### src/rtl/pipe_ctrl_if.sv
// Pipeline control bundle between the datapath stages and pipe_ctrl.
// The master side (pipeline / hazard unit / memory ports) drives the wait
// and request conditions; the slave side (pipe_ctrl) returns per-stage
// hold and bubble controls plus mult/div status.
interface pipe_ctrl_if;
    // Wait / request conditions
    logic hazard_stall;
    logic md_start_e;
    logic md_is_div_e;
    logic i_req;
    logic i_data_ok;
    logic d_req_m;
    logic d_data_ok;

    // Stage controls
    logic stall_f;
    logic stall_d;
    logic stall_e;
    logic stall_m;
    logic flush_d;
    logic flush_e;
    logic flush_m;
    logic flush_w;

    // Mult/div status
    logic md_busy;
    logic md_done;

    modport master (
        output hazard_stall, md_start_e, md_is_div_e,
        output i_req, i_data_ok, d_req_m, d_data_ok,
        input  stall_f, stall_d, stall_e, stall_m,
        input  flush_d, flush_e, flush_m, flush_w,
        input  md_busy, md_done
    );

    modport slave (
        input  hazard_stall, md_start_e, md_is_div_e,
        input  i_req, i_data_ok, d_req_m, d_data_ok,
        output stall_f, stall_d, stall_e, stall_m,
        output flush_d, flush_e, flush_m, flush_w,
        output md_busy, md_done
    );
endinterface

### src/rtl/pipe_ctrl.sv
// Pipeline sequencing controller for the five-stage MIPS core.
// Merges data-memory waits, mult/div occupancy, hazard stalls and fetch
// waits into per-stage hold/bubble controls (highest priority first), and
// owns the mult/div occupancy counter.
// Optional feature: define PIPE_CTRL_PERF_EN to add the stall_cycles and
// md_ops performance counters as extra ports.
module pipe_ctrl #(
    parameter int unsigned MUL_CYCLES = 4,   // stall cycles for a multiply, >= 1
    parameter int unsigned DIV_CYCLES = 32   // stall cycles for a divide, >= 1
) (
    input  logic        clk,
    input  logic        resetn,
    pipe_ctrl_if.slave  bus
`ifdef PIPE_CTRL_PERF_EN
    ,
    output logic [31:0] stall_cycles,
    output logic [31:0] md_ops
`endif
);

    typedef enum logic {
        RUN     = 1'b0,
        MD_BUSY = 1'b1
    } state_t;

    // Counter preload: the start cycle itself is the first stall cycle.
    localparam logic [5:0] MUL_LOAD = 6'(MUL_CYCLES - 1);
    localparam logic [5:0] DIV_LOAD = 6'(DIV_CYCLES - 1);

    state_t     state_q, state_d;
    logic [5:0] cnt_q, cnt_d;

    logic dwait, iwait, mdwait;
    logic stall_f, stall_d, stall_e, stall_m;
    logic flush_d, flush_e, flush_m, flush_w;
    logic md_busy, md_done;

    // Wait conditions seen by the priority encoder and the FSM.
    assign dwait  = bus.d_req_m & ~bus.d_data_ok;
    assign iwait  = bus.i_req & ~bus.i_data_ok;
    assign mdwait = ((state_q == RUN) & bus.md_start_e) |
                    ((state_q == MD_BUSY) & (cnt_q != 6'd0));

    // State and occupancy counter register.
    // NOTE: sequential state uses non-blocking assignments so every register
    // samples pre-edge values regardless of block ordering.
    always_ff @(posedge clk or negedge resetn) begin
        if (!resetn) begin
            state_q <= RUN;
            cnt_q   <= 6'd0;
        end else begin
            state_q <= state_d;
            cnt_q   <= cnt_d;
        end
    end

    // Next state: start the unit when E can accept it, count down, and
    // release only once the finished instruction actually leaves E.
    // NOTE: every signal written here gets a default first, so no path can
    // leave it unassigned and infer a latch.
    always_comb begin
        state_d = state_q;
        cnt_d   = cnt_q;
        unique case (state_q)
            RUN: begin
                if (bus.md_start_e && !dwait) begin
                    state_d = MD_BUSY;
                    cnt_d   = bus.md_is_div_e ? DIV_LOAD : MUL_LOAD;
                end
            end
            MD_BUSY: begin
                if (cnt_q != 6'd0) begin
                    cnt_d = cnt_q - 6'd1;
                end else if (!dwait) begin
                    state_d = RUN;
                end
            end
            default: begin
                state_d = RUN;
                cnt_d   = 6'd0;
            end
        endcase
    end

    // Priority encoder for stage controls; reset forces bubbles everywhere.
    always_comb begin
        stall_f = 1'b0;
        stall_d = 1'b0;
        stall_e = 1'b0;
        stall_m = 1'b0;
        flush_d = 1'b0;
        flush_e = 1'b0;
        flush_m = 1'b0;
        flush_w = 1'b0;
        md_busy = (state_q == MD_BUSY);
        md_done = (state_q == MD_BUSY) && (cnt_q == 6'd0);

        if (dwait) begin
            stall_f = 1'b1;
            stall_d = 1'b1;
            stall_e = 1'b1;
            stall_m = 1'b1;
            flush_w = 1'b1;
        end else if (mdwait) begin
            stall_f = 1'b1;
            stall_d = 1'b1;
            stall_e = 1'b1;
            flush_m = 1'b1;
        end else if (bus.hazard_stall) begin
            stall_f = 1'b1;
            stall_d = 1'b1;
            flush_e = 1'b1;
        end else if (iwait) begin
            stall_f = 1'b1;
            flush_d = 1'b1;
        end

        // NOTE: the outputs are gated directly by resetn rather than by the
        // registered state, so they take their reset values the moment
        // resetn falls, not at the next edge.
        if (!resetn) begin
            stall_f = 1'b0;
            stall_d = 1'b0;
            stall_e = 1'b0;
            stall_m = 1'b0;
            flush_d = 1'b1;
            flush_e = 1'b1;
            flush_m = 1'b1;
            flush_w = 1'b1;
            md_busy = 1'b0;
            md_done = 1'b0;
        end
    end

    assign bus.stall_f = stall_f;
    assign bus.stall_d = stall_d;
    assign bus.stall_e = stall_e;
    assign bus.stall_m = stall_m;
    assign bus.flush_d = flush_d;
    assign bus.flush_e = flush_e;
    assign bus.flush_m = flush_m;
    assign bus.flush_w = flush_w;
    assign bus.md_busy = md_busy;
    assign bus.md_done = md_done;

`ifdef PIPE_CTRL_PERF_EN
    // Performance counters: fetch-stall cycles and mult/div starts (wrapping).
    always_ff @(posedge clk or negedge resetn) begin
        if (!resetn) begin
            stall_cycles <= 32'd0;
            md_ops       <= 32'd0;
        end else begin
            if (stall_f) begin
                stall_cycles <= stall_cycles + 32'd1;
            end
            if ((state_q == RUN) && (state_d == MD_BUSY)) begin
                md_ops <= md_ops + 32'd1;
            end
        end
    end
`endif

endmodule

### src/flat_wrapper.sv
// flat-port wrapper written by rule: the top's interface ports become plain ports
module pipe_ctrl_flat 
#(
    parameter int unsigned MUL_CYCLES = 4,                                       
    parameter int unsigned DIV_CYCLES = 32                                     
)
  (clk, resetn, bus_hazard_stall, bus_md_start_e, bus_md_is_div_e, bus_i_req, bus_i_data_ok, bus_d_req_m, bus_d_data_ok, bus_stall_f, bus_stall_d, bus_stall_e, bus_stall_m, bus_flush_d, bus_flush_e, bus_flush_m, bus_flush_w, bus_md_busy, bus_md_done);
  pipe_ctrl_if bus_i ();
  input  logic clk;
  input  logic resetn;
  input wire logic [$bits(bus_i.hazard_stall)-1:0] bus_hazard_stall;
  input wire logic [$bits(bus_i.md_start_e)-1:0] bus_md_start_e;
  input wire logic [$bits(bus_i.md_is_div_e)-1:0] bus_md_is_div_e;
  input wire logic [$bits(bus_i.i_req)-1:0] bus_i_req;
  input wire logic [$bits(bus_i.i_data_ok)-1:0] bus_i_data_ok;
  input wire logic [$bits(bus_i.d_req_m)-1:0] bus_d_req_m;
  input wire logic [$bits(bus_i.d_data_ok)-1:0] bus_d_data_ok;
  output wire logic [$bits(bus_i.stall_f)-1:0] bus_stall_f;
  output wire logic [$bits(bus_i.stall_d)-1:0] bus_stall_d;
  output wire logic [$bits(bus_i.stall_e)-1:0] bus_stall_e;
  output wire logic [$bits(bus_i.stall_m)-1:0] bus_stall_m;
  output wire logic [$bits(bus_i.flush_d)-1:0] bus_flush_d;
  output wire logic [$bits(bus_i.flush_e)-1:0] bus_flush_e;
  output wire logic [$bits(bus_i.flush_m)-1:0] bus_flush_m;
  output wire logic [$bits(bus_i.flush_w)-1:0] bus_flush_w;
  output wire logic [$bits(bus_i.md_busy)-1:0] bus_md_busy;
  output wire logic [$bits(bus_i.md_done)-1:0] bus_md_done;
  assign bus_i.hazard_stall = bus_hazard_stall;
  assign bus_i.md_start_e = bus_md_start_e;
  assign bus_i.md_is_div_e = bus_md_is_div_e;
  assign bus_i.i_req = bus_i_req;
  assign bus_i.i_data_ok = bus_i_data_ok;
  assign bus_i.d_req_m = bus_d_req_m;
  assign bus_i.d_data_ok = bus_d_data_ok;
  assign bus_stall_f = bus_i.stall_f;
  assign bus_stall_d = bus_i.stall_d;
  assign bus_stall_e = bus_i.stall_e;
  assign bus_stall_m = bus_i.stall_m;
  assign bus_flush_d = bus_i.flush_d;
  assign bus_flush_e = bus_i.flush_e;
  assign bus_flush_m = bus_i.flush_m;
  assign bus_flush_w = bus_i.flush_w;
  assign bus_md_busy = bus_i.md_busy;
  assign bus_md_done = bus_i.md_done;
  pipe_ctrl #(.MUL_CYCLES(MUL_CYCLES), .DIV_CYCLES(DIV_CYCLES)) u_core (.clk(clk), .resetn(resetn), .bus(bus_i));
endmodule
### config.mk
export PLATFORM = sky130hd
export DESIGN_NAME = pipe_ctrl_flat
export DESIGN_NICKNAME = d
export VERILOG_FILES = /design/src/rtl/pipe_ctrl_if.sv /design/src/rtl/pipe_ctrl.sv /design/src/flat_wrapper.sv
export SDC_FILE = /design/constraint.sdc
export NUM_CORES = 1
export LEC_CHECK = 0
export ABC_AREA = 1
export BUFFER_PORTS_ARGS = -buffer_cell sky130_fd_sc_hd__buf_2
export CORE_AREA = 8 8 45 47
export DETAILED_ROUTE_END_ITERATION = 7
export DIE_AREA = 0 0 53 55
export HOLD_SLACK_MARGIN = 0.06
export PLACE_DENSITY = 0.69
export SYNTH_ARGS = -nofsm -noshare
export SYNTH_HDL_FRONTEND = slang
export SYNTH_SLANG_ARGS = --single-unit
### constraint.sdc
create_clock -name clk -period 2 [get_ports clk]
set_input_delay 0.2 -clock clk [delete_from_list [all_inputs] [get_ports clk]]
set_output_delay 0.2 -clock clk [all_outputs]
set_load 0.1 [all_outputs]
* Yosys cells after proc, flatten, opt, wreduce, memory -nomap -nowiden
Cells that the tools add are included.
** Storage, ports and cells
- Register bits after elaboration :: 7
- Bits in latches :: 0
- Memory bits (writable) :: 0
- ROM bits :: 0
- Input port bits :: 9
- Output and inout port bits :: 10
- Word-level logic and storage cells :: 52
- Memories :: 0
** Operators by class
- Add/sub/neg operators :: 1
- Multiply operators :: 0
- Divide/modulo/power cells :: 0
- Magnitude comparators :: 0
- Eq/ne operators :: 2
- Shift operators :: 0
- Mux-type cells :: 33
- Bitwise operators :: 8
- Reduce and logical (&&, ||, !) cells :: 6
** Operators with widths (count)
- $mux 1 :: 28
- $mux 6 :: 2
- $pmux 6 s2 :: 1
- $logic_not 6->1 :: 1
- $reduce_bool 6->1 :: 1
- $sub 6x1->6 const B :: 1
- $mux 5 :: 1
- $and 1x1->1 :: 4
- $ne 2x2->1 const B :: 2
- $not 1->1 :: 3
- $logic_and 1x1->1 :: 2
- $pmux 1 s2 :: 1
- $reduce_and 2->1 :: 1
- $logic_not 1->1 :: 1
- $or 1x1->1 :: 1

* Longest topological paths before layout
- Word-level depth :: 7
- Gate-level depth with buffers :: 8
- Mapped depth without buffers :: 8

* Least setup slack after synthesis
Ideal clock, no wire load.
- Path kind :: input to output
- From :: input port resetn
- To :: output port bus_flush_m
- Arrival time :: 2.784 ns
- Data required time :: 1.800 ns
- Path slack :: -0.984 ns
- Stages :: 4
- Buffers on the path :: 1
- Cells stage by stage :: clkbuf_1 -> inv_1 -> nor2_1 -> a31oi_1
** Between the ends
- Word-level cells in the longest chain between the ends :: 1
** Ends and longest elaborated chain
- start: declaration :: RTL line flat_wrapper.sv:10 : input logic resetn;
- $mux 1 :: RTL line pipe_ctrl.sv:121 : if (!resetn) begin
- end: declaration :: RTL line flat_wrapper.sv:24 : output wire logic [$bits(bus_i.flush_m)-1:0] bus_flush_m;
No other way between the ends.

* Worst setup path after layout
Same ends and word-level chain as after synthesis.

==> run_summary.xml <==
<?xml version="1.0" encoding="UTF-8"?>
<metrics>
  <group name="power">
    <metric name="power.leakage" unit="nW">0.439</metric>
    <metric name="worst_vdd_rail_ir_drop" unit="mV">0.801</metric>
    <metric name="power_density" unit="nW/um^2">1700</metric>
    <metric name="report.power.total" unit="mW">1.33</metric>
  </group>
  <group name="floorplan">
    <metric name="core_region_area" unit="um^2">1380</metric>
    <metric name="num_rows" unit="">14</metric>
    <metric name="floorplan.initialDensity" unit="%">40.8</metric>
    <metric name="pin_count" unit="">19</metric>
    <metric name="die_height" unit="um">55</metric>
    <metric name="design.die.area" unit="um^2">2920</metric>
    <metric name="die_w" unit="um">53</metric>
  </group>
  <group name="clock_tree">
    <metric name="cts_inserted_buffers" unit="">3</metric>
    <metric name="tritoncts_num_sinks" unit="">7</metric>
    <metric name="tritoncts" unit="">built</metric>
    <metric name="clock_latency" unit="ns">0.26</metric>
    <metric name="root_buffer" unit="">sky130_fd_sc_hd__clkbuf_4</metric>
    <metric name="clkTransAtPathRegs" unit="ns">0.06</metric>
    <metric name="cts-root-to-sink-buffers" unit="">2</metric>
    <metric name="htree_num_levels" unit="">1</metric>
    <metric name="post-cts-setup-buffers" unit="">0</metric>
  </group>
  <group name="synthesis">
    <metric name="complex_gate_fraction_of_the_synthesized_area" unit="%">7.32</metric>
    <metric name="synth_top_family_by_area" unit="">simple AND/OR/NAND/NOR gates</metric>
    <metric name="ys_seq_elements" unit="">7</metric>
    <metric name="net_count_of_the_mapped_netlist" unit="">101</metric>
    <metric name="post-synth-top-area-fraction" unit="%">31.0</metric>
    <metric name="synth-adder-area-share" unit="%">4.43</metric>
    <metric name="synth_simple_gate_area_share" unit="%">46.1</metric>
    <metric name="synth_cell_type_count" unit="">19</metric>
    <metric name="syn-cell-area" unit="um^2">564</metric>
    <metric name="synthXorXnorAreaFrac" unit="%">0</metric>
    <metric name="synthDominantAreaCellType" unit="">sky130_fd_sc_hd__dfrtp_1</metric>
    <metric name="yosysSeqAreaShare" unit="%">31.0</metric>
    <metric name="instance_count_of_the_mapped_netlist" unit="">90</metric>
    <metric name="yosys-mux-area-fraction" unit="%">0</metric>
    <metric name="post_synth.cell_area_avg" unit="um^2">6.27</metric>
    <metric name="ys_warn_count" unit="">0</metric>
    <metric name="post_synth_main_area_contributors" unit="">sky130_fd_sc_hd__dfrtp_1 31%, sky130_fd_sc_hd__nand2_1 21%, sky130_fd_sc_hd__nor2_1 8.6%</metric>
  </group>
  <group name="global_route">
    <metric name="grt_max_degree" unit="">17</metric>
    <metric name="first_global_vias" unit="">572</metric>
    <metric name="first_pass_grt_wire_length" unit="um">2350</metric>
    <metric name="gr-usage-all-layers" unit="%">10.8</metric>
    <metric name="grt-ovfl-total" unit="">0</metric>
    <metric name="grt_antenna_before_repair" unit="">0</metric>
  </group>
  <group name="final_layout">
    <metric name="num-fill-cells" unit="">135</metric>
    <metric name="n_antenna_cell" unit="">0</metric>
    <metric name="fin_nets" unit="">123</metric>
    <metric name="area_growth_syn_to_layout" unit="%">39.0</metric>
    <metric name="final_layout_size_suffix_gt1_share" unit="%">29.7</metric>
    <metric name="regArea" unit="um^2">175</metric>
    <metric name="final_cell_mix" unit="">31 x sky130_fd_sc_hd__nand2_1, 11 x sky130_fd_sc_hd__inv_1, 11 x sky130_fd_sc_hd__nor2_1, 11 x sky130_fd_sc_hd__buf_2, 7 x sky130_fd_sc_hd__dfrtp_1</metric>
    <metric name="area_used_by_multi_input_combinational_logic" unit="um^2">342</metric>
    <metric name="mostFrequentLayoutCell" unit="">sky130_fd_sc_hd__nand2_1</metric>
    <metric name="instances_no_fill" unit="">127</metric>
  </group>
  <group name="worst_setup_path">
    <metric name="most_common_cell_type_on_the_critical_path" unit="">sky130_fd_sc_hd__buf_2</metric>
    <metric name="crit_type" unit="">in2out</metric>
    <metric name="buffers_and_inverters_on_the_worst_path" unit="">4</metric>
    <metric name="crit_slowest_cell" unit="">sky130_fd_sc_hd__dlygate4sd3_1</metric>
    <metric name="crit_chain" unit="">dlygate4sd3_1 -&gt; buf_2 -&gt; inv_1 -&gt; nor2_2 -&gt; a31oi_2 -&gt; buf_2</metric>
    <metric name="cpLargestDelayFamily" unit="">buffers and inverters</metric>
    <metric name="worstPathMaxFanout" unit="">16</metric>
    <metric name="cpPeakStageDelay" unit="ns">0.53</metric>
    <metric name="critPathCaptureType" unit="">primary output</metric>
    <metric name="cp_arrival" unit="ns">1.70</metric>
    <metric name="worst-endpoint-required" unit="ns">1.80</metric>
    <metric name="crit_path_start_kind" unit="">input pin</metric>
    <metric name="setup.reg_to_reg.worst_slack" unit="ns">0.70</metric>
  </group>
  <group name="timing">
    <metric name="max_slew_margin" unit="%">67.7</metric>
    <metric name="tightest_pin_transition" unit="ns">0.488</metric>
    <metric name="final_period_minus_worst_setup_slack" unit="ns">1.90</metric>
    <metric name="final.setup_skew" unit="ns">0.0101</metric>
    <metric name="timing.fmax" unit="MHz">527</metric>
    <metric name="setup_viol" unit="">0</metric>
    <metric name="finalHoldViolations" unit="">0</metric>
    <metric name="report.final.slew_viol_count" unit="">0</metric>
    <metric name="setup_repair_after_global_routing_missed_its_margin" unit="">false</metric>
    <metric name="final_min_period_over_clock_period" unit="%">94.9</metric>
  </group>
  <group name="routing">
    <metric name="ant_nets" unit="">0</metric>
    <metric name="route.vias.total" unit="">625</metric>
    <metric name="highest_layer" unit="">met4</metric>
    <metric name="route.layer.met1.wl" unit="um">627</metric>
    <metric name="routed_wl" unit="um">1470</metric>
    <metric name="drt_drc_violations_left" unit="">0</metric>
    <metric name="drt_iter0_markers" unit="">5</metric>
    <metric name="met2_wirelength" unit="um">761</metric>
    <metric name="drt-wirelength-per-cell" unit="um">11.5</metric>
    <metric name="detail_route.first_pass.iterations" unit="">4</metric>
    <metric name="met3RoutedLength" unit="um">51</metric>
    <metric name="routed_via_density" unit="">4.92</metric>
  </group>
  <group name="min_path">
    <metric name="min_path_type" unit="">in2reg</metric>
  </group>
  <group name="placed_design">
    <metric name="gpl.final_weighted_congestion" unit="">0.804</metric>
    <metric name="dp.cells" unit="">122</metric>
    <metric name="dp_hpwl" unit="um">1170</metric>
    <metric name="port-buffer-count" unit="">18</metric>
  </group>
  <group name="job">
    <metric name="timing.max_cap.violations" unit="">0</metric>
  </group>
  <group name="outcome">
    <metric name="status" unit="">completed</metric>
  </group>
</metrics>
-- layout make-up --
class | instances | share of cell area (%)
Clock buffer | 4 | 3.35
Inverter | 14 | 6.86
Multi-Input combinational cell | 67 | 43.5
Sequential cell | 7 | 22.3
Tap cell | 16 | 2.55
Timing Repair Buffer | 19 | 21.4
-- synthesized netlist by cell type (all sizes together) --
library cell and n:
dfrtp 7, clkbuf 1, nand3b 1, nor2 14, ha 2, nand2 33, o21ai 5, clkinv 1
inv 13, buf 1, nand4 3, a31oi 1, a21oi 2, nand3 6
-- per-stage QoR --
stage	area (um^2)	hold WS (ns)	TNS, ns	utilization (%)	worst slack (ns)
2_1_floorplan	579	-0.0956	-0.133	-	-0.0903
5_1_grt	785	0.331	0	56.7	0.00220
4_1_cts	777	0.291	0	56.1	0.0119
6_report	785	0.300	0	56.7	0.102
3_5_place_dp	741	0.113	0	53.5	0.300
3_3_place_gp	741	0.113	0	53.5	0.346
-- path summary, 6_finish.rpt --
kind / start / to / cells after the start
max: resetn / bus_flush_m / 6
max in group asynchronous: resetn / u_core.state_q$_DFF_PN0_ / 2
min: bus_md_start_e / u_core.cnt_q[5]$_DFFE_PN0P_ / 4
max reg2reg: u_core.cnt_q[0]$_DFFE_PN0P_ / u_core.state_q$_DFF_PN0_ / 7
min reg2reg: u_core.cnt_q[5]$_DFFE_PN0P_ / u_core.cnt_q[5]$_DFFE_PN0P_ / 2
min in group asynchronous: resetn / u_core.cnt_q[1]$_DFFE_PN0P_ / 2
-- registers in the layout, indices dropped and copies added (netlist names) --
name / cells
u_core.cnt_q: 6
u_core.state_q: 1
-- layer usage --
metal / track usage, % / up-vias
li1: - / 321
met1: 11.5 / 284
met2: 18.6 / 18
met3: 3.48 / 2
met4: 6.47 / 0
met5: 0 / -
-- worst min-delay path, cell delays in order --
cell and delay [ns]:
sky130_fd_sc_hd__buf_2 0.10, sky130_fd_sc_hd__nand3_2 0.10, sky130_fd_sc_hd__nand2_1 0.08, sky130_fd_sc_hd__nor2_1 0.04
-- where the power goes --
group | total, mW | internal [mW] | leakage (nW) | switching, mW
Sequential | 0.306 | 0.218 | 0.0821 | 0.0883
Combinational | 0.898 | 0.270 | 0.342 | 0.628
Clock | 0.129 | 0.0762 | 0.0150 | 0.0531
-- cells by family (layout without fill, tap and decap cells) --
family                     count (synthesis)  after routing
DFF                                        7              7
AOI/OAI and AO/OA                          8              8
and+or+nand+nor                           57             57
buffers and inverters                     16             37
adders and majority gates                  2              2
-- what timing repair did --
action                                  CTS  global route
hold buffers                              1             0
endpoints found under the setup margin    0             7
hold endpoints to repair                  7             0
resized for setup                         0             4
No activity file was read; power rests on OpenSTA's default activity.
